<file path="config.mk">
export PLATFORM = sky130hd
export DESIGN_NAME = mem_arbiter
export DESIGN_NICKNAME = d
export VERILOG_FILES = /design/src/rtl/mem_arbiter.sv
export SDC_FILE = /design/constraint.sdc
export NUM_CORES = 1
export LEC_CHECK = 0
export CORE_AREA = 2 2 294 296
export CTS_BUF_LIST = sky130_fd_sc_hd__clkbuf_16
export DETAILED_ROUTE_END_ITERATION = 12
export DIE_AREA = 0 0 296 298
export SLEW_MARGIN = 20
export SYNTH_ARGS = -nofsm -noshare
export SYNTH_HDL_FRONTEND = slang
export SYNTH_SLANG_ARGS = --single-unit
</file>
<file path="constraint.sdc">
create_clock -name clk -period 1.9 [get_ports clk]
set_input_delay 0.38 -clock clk [delete_from_list [all_inputs] [get_ports clk]]
set_output_delay 0.38 -clock clk [all_outputs]
set_load 0.05 [all_outputs]
</file>
<file path="src/rtl/mem_arbiter.sv">
// rtl/mem_arbiter.sv - multi-port cache-line memory arbiter, round-robin or fixed priority
// One transaction at a time: IDLE -> ISSUE -> WAIT -> RELEASE, all outputs registered.
module mem_arbiter #(
   parameter int NUM_PORTS       = 2,
   parameter int ADDRESS_SIZE    = 32,
   parameter int CACHE_LINE_SIZE = 128,
   parameter int ARB_MODE        = 0
) (
   input  logic                                 clk,
   input  logic                                 reset,
   input  logic [NUM_PORTS-1:0]                 req_op_init,
   input  logic [NUM_PORTS-1:0]                 req_op,
   input  logic [NUM_PORTS*ADDRESS_SIZE-1:0]    req_address,
   input  logic [NUM_PORTS*CACHE_LINE_SIZE-1:0] req_data_in,
   output logic [CACHE_LINE_SIZE-1:0]           port_data_out,
   output logic [NUM_PORTS-1:0]                 port_data_ready,
   output logic [NUM_PORTS-1:0]                 grant,
   output logic                                 mem_op_init,
   output logic                                 mem_op,
   output logic [ADDRESS_SIZE-1:0]              mem_address,
   output logic [CACHE_LINE_SIZE-1:0]           mem_data_in,
   input  logic [CACHE_LINE_SIZE-1:0]           mem_data_out,
   input  logic                                 mem_data_ready,
   output logic                                 mem_op_done,
   output logic                                 memory_in_use
);

   localparam int IDX_W = (NUM_PORTS > 1) ? $clog2(NUM_PORTS) : 1;
   localparam logic [NUM_PORTS-1:0] GRANT_ONE = NUM_PORTS'(1);

   typedef enum logic [1:0] {IDLE, ISSUE, WAIT, RELEASE} state_t;

   state_t           state;
   logic [IDX_W-1:0] last_grant;
   logic [IDX_W-1:0] winner;
   logic [IDX_W-1:0] pick;
   logic             pick_valid;

   function automatic logic [IDX_W-1:0] rr_idx(input logic [IDX_W-1:0] base, input int k);
      int sum;
      sum = int'(base) + k;
      if (sum >= NUM_PORTS) sum = sum - NUM_PORTS;
      return IDX_W'(sum);
   endfunction

   // Scan from the lowest-priority end so the last hit is the winner.
   always_comb begin
      pick       = '0;
      pick_valid = 1'b0;
      if (ARB_MODE == 1) begin
         for (int i = NUM_PORTS - 1; i >= 0; i--) begin
            if (req_op_init[i]) begin
               pick       = IDX_W'(i);
               pick_valid = 1'b1;
            end
         end
      end else begin
         for (int k = NUM_PORTS; k >= 1; k--) begin
            if (req_op_init[rr_idx(last_grant, k)]) begin
               pick       = rr_idx(last_grant, k);
               pick_valid = 1'b1;
            end
         end
      end
   end

   always_ff @(posedge clk) begin
      if (!reset) begin
         state           <= IDLE;
         grant           <= '0;
         winner          <= '0;
         last_grant      <= IDX_W'(NUM_PORTS - 1);
         port_data_ready <= '0;
         port_data_out   <= '0;
         mem_op_init     <= 1'b0;
         mem_op_done     <= 1'b0;
         mem_op          <= 1'b0;
         mem_address     <= '0;
         mem_data_in     <= '0;
         memory_in_use   <= 1'b0;
      end else begin
         port_data_ready <= '0;
         mem_op_init     <= 1'b0;
         mem_op_done     <= 1'b0;
         case (state)
            IDLE: begin
               if (pick_valid) begin
                  grant         <= GRANT_ONE << pick;
                  winner        <= pick;
                  last_grant    <= pick;
                  mem_op        <= req_op[pick];
                  mem_address   <= req_address[int'(pick)*ADDRESS_SIZE +: ADDRESS_SIZE];
                  mem_data_in   <= req_data_in[int'(pick)*CACHE_LINE_SIZE +: CACHE_LINE_SIZE];
                  mem_op_init   <= 1'b1;
                  memory_in_use <= 1'b1;
                  state         <= ISSUE;
               end
            end
            ISSUE: begin
               state <= WAIT;
            end
            WAIT: begin
               if (mem_data_ready) begin
                  port_data_out   <= mem_data_out;
                  port_data_ready <= grant;
                  mem_op_done     <= 1'b1;
                  state           <= RELEASE;
               end
            end
            RELEASE: begin
               // Hold until the served port drops its request so it is not served twice.
               if (!req_op_init[winner]) begin
                  grant         <= '0;
                  memory_in_use <= 1'b0;
                  state         <= IDLE;
               end
            end
            default: begin
               state <= IDLE;
            end
         endcase
      end
   end

endmodule

</file>
* Yosys cells after proc, flatten, opt, wreduce, memory -nomap -nowiden
Cells that the tools add are included.
** Storage, ports and cells
- Bits in writable memories :: 0
- Memory bits (read-only) :: 0
- Latch bits :: 0
- Word-level logic and storage cells :: 65
- Register bits :: 300
- Memories :: 0
- Output and inout bits :: 296
- Input bits :: 455
** Operators by class
- Muxes and demuxes :: 25
- Reductions and logical operators :: 9
- Add/subtract/negate cells :: 4
- Bitwise gates (word level) :: 0
- Divide/modulo/power cells :: 0
- Shifts and indexed selects :: 3
- Equal/unequal tests :: 6
- Multipliers :: 0
- Magnitude comparators :: 6
** Operator list (number)
- $shiftx A256 B9 Y128 :: 1
- $shiftx A64 B7 Y32 :: 1
- $mux W1 :: 18
- $reduce_and A3 Y1 :: 3
- $lt A1 B2 Y1 const B :: 4
- $mux W2 :: 4
- $pmux W2 S4 :: 1
- $reduce_and A2 Y1 :: 4
- $ne A2 B2 Y1 const B :: 3
- $eq A2 B2 Y1 const B :: 2
- $pmux W2 S2 :: 1
- $add A1 B2 Y3 const B :: 1
- $ge A3 B2 Y1 const B :: 1
- $add A1 B1 Y2 const B :: 1
- $eq A2 B1 Y1 const B :: 1
- $ge A2 B2 Y1 const B :: 1
- $logic_not A2 Y1 :: 1
- $pmux W1 S2 :: 1
- $reduce_bool A2 Y1 :: 1
- $shl A1 B1 Y2 const A :: 1
- $sub A1 B1 Y1 const B :: 2

* Longest topological paths before layout
Gate-level depths: netlist (run 1).
- Word-level depth :: 10
- Gate-level depth with buffers :: 8
- Mapped depth without buffers :: 6

* Least setup slack after synthesis (run 1)
OpenSTA, ideal clock, no wires.
- Kind :: register -> register
- Start point :: register state[0]
- End point :: register mem_address[1]
- Setup time :: 0.120 ns
- Clock period less this slack :: 1.533 ns
- Stages on the path, launching flop included :: 9
- Data required time :: 1.780 ns
- Slack :: 0.367 ns
- Buffers on the path :: 3
- Arrival time :: 1.412 ns
- Cells stage by stage :: dfxtp_1 -> inv_1 -> ha_1 -> nor2b_2 -> buf_6 -> buf_8 -> buf_4 -> o21ai_1 -> a21oi_2
** On the way
- Cells in the longest elaborated chain, start to end :: 2
** RTL lines
- from (decl) :: RTL line 33 : state_t state;
- from (signal assigned) :: RTL line 69 : state <= IDLE;
- from (signal assigned) :: RTL line 96 : state <= ISSUE;
- from (signal assigned) :: RTL line 100 : state <= WAIT;
- $logic_not A2 Y1 :: RTL line 85 : case (state)
- $reduce_and A2 Y1 (no source line)
- to (signal assigned) :: RTL line 92 : mem_address <= req_address[int'(pick)*ADDRESS_SIZE +: ADDRESS_SIZE];
- to (decl) :: RTL line 20 : output logic [ADDRESS_SIZE-1:0] mem_address,
No other way between the ends.
A chain may end at the register's enable or synchronous reset.

* Worst setup path after layout (run 1)
- Start point :: register mem_address[6]
- End point :: output port mem_address[6]
No word-level cell between the ends.

==> flow_metrics.py, run 1 <==
metrics = {
    "clock_network": {
        "cts_max_level": 2,
        "root_buffer": "clkbuf_16",
        "post_cts_buffers": 0,
        "numCtsBuffers": 36,
        "clkTransAtPathRegs_ns": 0.06,
        "cts_tree": "built",
        "clock_sink_count": 300,
        "clock_latency_ns": 0.54,
        "cts_max_path_buffers": 3,
    },
    "grt": {
        "grt_max_degree": 81,
        "grt.overflow.total": 0,
        "grt_pass1_wl_mm": 74.40,
        "antenna_found_initial": 7,
        "grt_pass1_vias": 12050,
        "grt_use_total_pct": 11.11,
    },
    "die": {
        "io_pins": 751,
        "coreArea_um2": 84880,
        "design.die.area_um2": 88210,
        "initial_utilization_pct": 14.71,
        "dieHeight_um": 298,
        "rows": 107,
        "die_w_um": 296,
    },
    "timing": {
        "setup_tns_ns": 0,
        "timing.final.max_slew_violations": 0,
        "rsz0062_at_grt": "false",
        "setup_viol": 0,
        "worst_pin_slew_ns": 0.5258,
        "skew_ns": 0.009574,
        "fin_crit_sh_pct": 96.59,
        "fin_ws_ns": 0.06482,
        "max_freq_mhz": 544.9,
        "period_needed_ns": 1.835,
        "fin_hold_ws_ns": 0.2257,
        "slew_headroom_pct": 65.08,
        "finalHoldViolations": 0,
    },
    "layout": {
        "fillers": 9271,
        "area_growth_pct": 75.71,
        "final_layout_size_suffix_gt1_share_pct": 16.54,
        "nNetsFinal": 2554,
    },
    "power_and_ir_drop": {
        "powerDensity_nw_per_um2": 1306,
        "leakage_nw": 8.840,
        "vdd_drop_max_mv": 0.8573,
    },
    "logic_synthesis": {
        "async_reset_ff_share_pct": 0,
        "synth_top_area_share_pct": 48.09,
        "synthesis.area_um2": 12490,
        "ys_warn_count": 0,
        "syn_nets": 1788,
        "synthCells": 1329,
        "synth_edf_count": 0,
        "synth_commonest_cells": "dfxtp_1, nand2_1, mux2i_1, a21oi_1, a21boi_0",
        "netlist_top_cells_area": "dfxtp_1, mux2i_1, nand2_1",
        "synthFlopType": "dfxtp_1",
        "synth_most_common_cell": "dfxtp_1",
        "avgSynthCellArea_um2": 9.398,
        "synth_cell_types": 35,
        "yosysSeqAreaShare_pct": 48.09,
        "yosys.area.top_type": "dfxtp_1",
        "ys_seq_elements": 300,
    },
    "worst_setup_path": {
        "crit_slowest_cell": "dlygate4sd2_1",
        "required_ns": 1.52,
        "end_kind": "output port",
        "critPathMaxFanout": 2,
        "crit_arrival_ns": 1.46,
        "r2r-start": "state[0]",
        "cp_top_family": "buffers and inverters",
        "startpoint": "mem_address[6]",
        "startpoint_type": "flop",
        "crit_type": "reg2out",
        "max_stage_delay_ns": 0.55,
        "crit_buf_inv": 1,
        "worstPathCellList": "dlygate4sd2_1",
    },
    "placement": {
        "io_buffers": 750,
        "place_hpwl_mm": 41.84,
        "gp_congestion": 0.8219,
        "dp_slack_ns": -0.1970,
    },
    "route": {
        "ant_nets": 0,
        "wl_mm": 52.83,
        "drt_first_iter_violations": 425,
        "wire_per_inst_um": 16.16,
        "viasPerCell": 3.735,
        "route.detailed.drc": 0,
        "drtPass1Iterations": 6,
        "route.vias.total": 12210,
    },
    "worst_hold_path": {
        "min_from": "reset",
        "holdCritPathClass": "in2reg",
    },
    "job": {
        "max_cap_violations": 0,
    },
    "status": {
        "status": "finished, final reports clean",
    },
}
## logic make-up after synthesis
| group | count (synthesis) | synth area share (%) |
|---|---|---|
| buf+inv | 120 | 8.025 |
| mux | 162 | 12.99 |
| simple gates | 278 | 8.615 |
| flops | 300 | 48.09 |
| compound gates | 465 | 21.88 |
| fa+ha+maj | 4 | 0.4007 |
## registers in the layout (all words and copies together) (netlist names)
name and cells:
mem_op_done 1, grant 2, mem_op_init 1, mem_address 32, mem_op 1, port_data_out 128
port_data_ready 2, memory_in_use 1, winner 1, last_grant 1, mem_data_in 128, state 2
## report_power, final
group,switching [mW],leakage [nW],internal [mW]
clock,2.86,0.562,3.67
combinational,8.91,5.81,4.61
sequential,0.830,2.46,7.78
## placed cells by master (no fill, tap or decap), drive strengths merged, types with 3 or more instances in the layout
cell	instances
dlygate4sd2	105
clkbuf	38
clkdlybuf4s50	453
o21ai	164
diode	4
and2	4
nand2	260
mux2i	161
ha	4
inv	13
buf	284
clkinv	19
nand3	3
a21oi	162
a21boi	132
dfxtp	300
nor2	5
## area by class of cell
class | instances | area, um^2 | area share, %
repair buffers | 843 | 7900 | 36.00
well taps | 1144 | 1431 | 6.523
clock inverters | 28 | 156.4 | 0.7127
multi-input cells | 909 | 5497 | 25.05
diodes | 4 | 10.01 | 0.04561
inverters | 5 | 18.77 | 0.08552
clock buffers | 37 | 925.9 | 4.219
flip-flops and latches | 300 | 6006 | 27.37
## per-stage QoR
| stage | utilization, % | cell area, um^2 | std cells | power (mW) |
|---|---|---|---|---|
| after floorplan | - | 12490 | 1329 | 17.64 |
| after global placement | 24.72 | 20980 | 3201 | 22.63 |
| after detailed placement | 24.72 | 20980 | 3201 | 22.67 |
| after CTS | 25.84 | 21930 | 3266 | 29.12 |
| after global routing | 25.85 | 21940 | 3270 | 30.15 |
| final | 25.85 | 21940 | 3270 | 28.66 |
## timing repair
item	CTS	global route
hold buffers	0	0
gates resized for setup	105	0
setup endpoints to repair	105	0
## worst paths after layout
| path | to | slack [ns] | cells after the start |
|---|---|---|---|
| worst max-delay path | mem_address[6] | 0.06 | 1 |
| worst min-delay path | mem_address[26] | 0.23 | 3 |
| worst max register to register | port_data_out[31] | 0.26 | 7 |
| worst min register to register | port_data_out[49] | 0.46 | 2 |
## routing by layer
layer | wire length, um | GRT usage [%] | up-vias
met1 | 19340 | 11.39 | 5468
li1 | - | - | 6148
met4 | 1735 | 4.173 | 6
met5 | 37 | 0 | -
met2 | 26040 | 19.91 | 510
met3 | 5677 | 4.677 | 81
Power figures use the tool's default switching activity.
==> inputs of run 2 (changes only) <==
- REMOVE_ABC_BUFFERS: default -> 1
==> run 2 against run 1 <==
Net effect: global-route usage increased by 2.6 points; largest cell class unchanged; sequential power increased by 0.5%; cell count increased by 0.15%; via count increased by 1.8%; critical endpoint is now mem_data_in[19]; power increased by 2.9%; combinational power increased by 3%; register-to-register slack improved by 0.03 ns.
==> flow_metrics.py, run 2 (synthesized netlist as in run 1, its figures left out) <==
metrics = {
    "status": {
        "status": "finished, final reports clean",
    },
    "worst_setup_path": {
        "critPathMaxFanout": 2,
        "end_kind": "output port",
        "cp_top_family": "buffers and inverters",
        "required_ns": 1.52,
        "crit_buf_inv": 1,
        "startpoint_type": "flop",
        "worstPathCellList": "dlygate4sd2_1",
        "crit_arrival_ns": 1.45,
        "crit_type": "reg2out",
        "crit_slowest_cell": "dlygate4sd2_1",
        "max_stage_delay_ns": 0.57,
    },
    "job": {
        "max_cap_violations": 0,
    },
    "timing": {
        "max_freq_mhz": 545.8,
        "fin_ws_ns": 0.06771,
        "period_needed_ns": 1.832,
        "worst_pin_slew_ns": 0.5506,
        "skew_ns": 0.02048,
        "setup_viol": 0,
        "slew_headroom_pct": 63.44,
        "timing.final.max_slew_violations": 0,
        "fin_crit_sh_pct": 96.44,
        "rsz0062_at_grt": "false",
        "finalHoldViolations": 0,
    },
    "layout": {
        "nNetsFinal": 2566,
        "final_layout_size_suffix_gt1_share_pct": 16.72,
        "final_common_cell": "clkdlybuf4s50_1",
        "top_regs": "mem_data_in (128), port_data_out (128), mem_address (32)",
        "regArea_um2": 6006,
        "multi_input_area_um2": 5497,
        "final_cell_mix": "clkdlybuf4s50_1, dfxtp_1, buf_4, nand2_1, mux2i_1",
        "fillers": 9306,
        "area_growth_pct": 76.93,
        "layout.cells.non_filler": 3275,
    },
    "power_and_ir_drop": {
        "powerDensity_nw_per_um2": 1334,
        "leakage_nw": 8.923,
        "vdd_drop_max_mv": 0.8993,
    },
    "route": {
        "wl_mm": 63.81,
        "wire_per_inst_um": 19.48,
        "ant_nets": 0,
        "drt_first_iter_violations": 394,
        "viasPerCell": 3.796,
        "route.detailed.drc": 0,
        "drtPass1Iterations": 4,
        "route.vias.total": 12430,
    },
    "clock_network": {
        "cts_tree": "built",
        "post_cts_buffers": 0,
        "clkTransAtPathRegs_ns": 0.06,
        "root_buffer": "clkbuf_16",
        "cts_max_path_buffers": 3,
        "clock_latency_ns": 0.55,
        "clock_sink_count": 300,
        "numCtsBuffers": 38,
        "cts_max_level": 2,
    },
    "grt": {
        "grt_pass1_vias": 12390,
        "grt_use_total_pct": 13.74,
        "grt_pass1_wl_mm": 87.72,
        "grt_max_degree": 77,
        "grt.overflow.total": 0,
        "antenna_found_initial": 19,
    },
    "die": {
        "die_w_um": 296,
        "coreArea_um2": 84880,
        "rows": 107,
        "io_pins": 751,
        "initial_utilization_pct": 14.71,
        "design.die.area_um2": 88210,
        "dieHeight_um": 298,
    },
    "placement": {
        "dp_cells": 3211,
        "gp_congestion": 0.8391,
        "dp_slack_ns": -0.3009,
        "place_hpwl_mm": 52.20,
        "io_buffers": 750,
    },
    "worst_hold_path": {
        "holdCritPathClass": "in2reg",
    },
}
[run 2: cell count changes in the layout (fill, tap and decap cells not counted), moves of 2 or more]
cell	change
clkbuf_16	+2
clkinv_2	-3
buf_4	+5
clkinv_1	-2
bufinv_16	+2
dlygate4sd2_1	+5
diode_2	-2
[run 2: stage by stage]
stage                     area [um^2]  utilization, %  hold WS, ns  setup TNS, ns  power [mW]
after CTS                       22090           26.03      0.09553              0       30.02
after floorplan                 11510               -       0.4562       -1008.43       12.93
after global routing            22090           26.03       0.1151              0       31.12
after global placement          21070           24.83       0.4498         -27.63       23.16
after detailed placement        21070           24.83       0.4557         -29.50       23.18
final                           22100           26.03       0.1260              0       29.49
[run 2: layer usage]
layer	vias up	global-route usage, %	wire, um
met5	-	0	88
met4	14	2.357	1049
met3	81	6.930	7716
met2	527	24.07	30490
met1	5633	14.90	24460
li1	6176	-	-
[run 2: final cells by class]
type	instances	area share, %
Antenna cell	2	0.02265
Timing Repair Buffer	853	36.12
Sequential cell	300	27.18
Tap cell	1144	6.478
Clock inverter	23	0.8210
Clock buffer	39	4.417
Multi-Input combinational cell	909	24.87
Inverter	5	0.08493
[run 2: worst paths after layout]
kind / from / end / slack [ns] / depth (start not counted)
worst max-delay path: mem_data_in[19] / mem_data_in[19] / 0.07 / 1
worst min-delay path: reset / last_grant / 0.13 / 2
worst min register to register: port_data_out[65] / port_data_out[65] / 0.46 / 2
worst max register to register: state[0] / port_data_out[31] / 0.29 / 7
[run 2: power breakdown]
group          switching [mW]  internal, mW
Clock                    2.88          4.09
Sequential              0.862          7.78
Combinational            9.27          4.61
[run 2: timing repair]
action / CTS / global route
setup endpoints to repair: 110 / 0
hold buffers: 0 / 0
resized for setup: 110 / 0
==> inputs of run 3 (changes only) <==
- TNS_END_PERCENT: default -> 100
==> results of run 3 <==
Same layout as run 2: the final DEF is identical, and so are final timing and power.
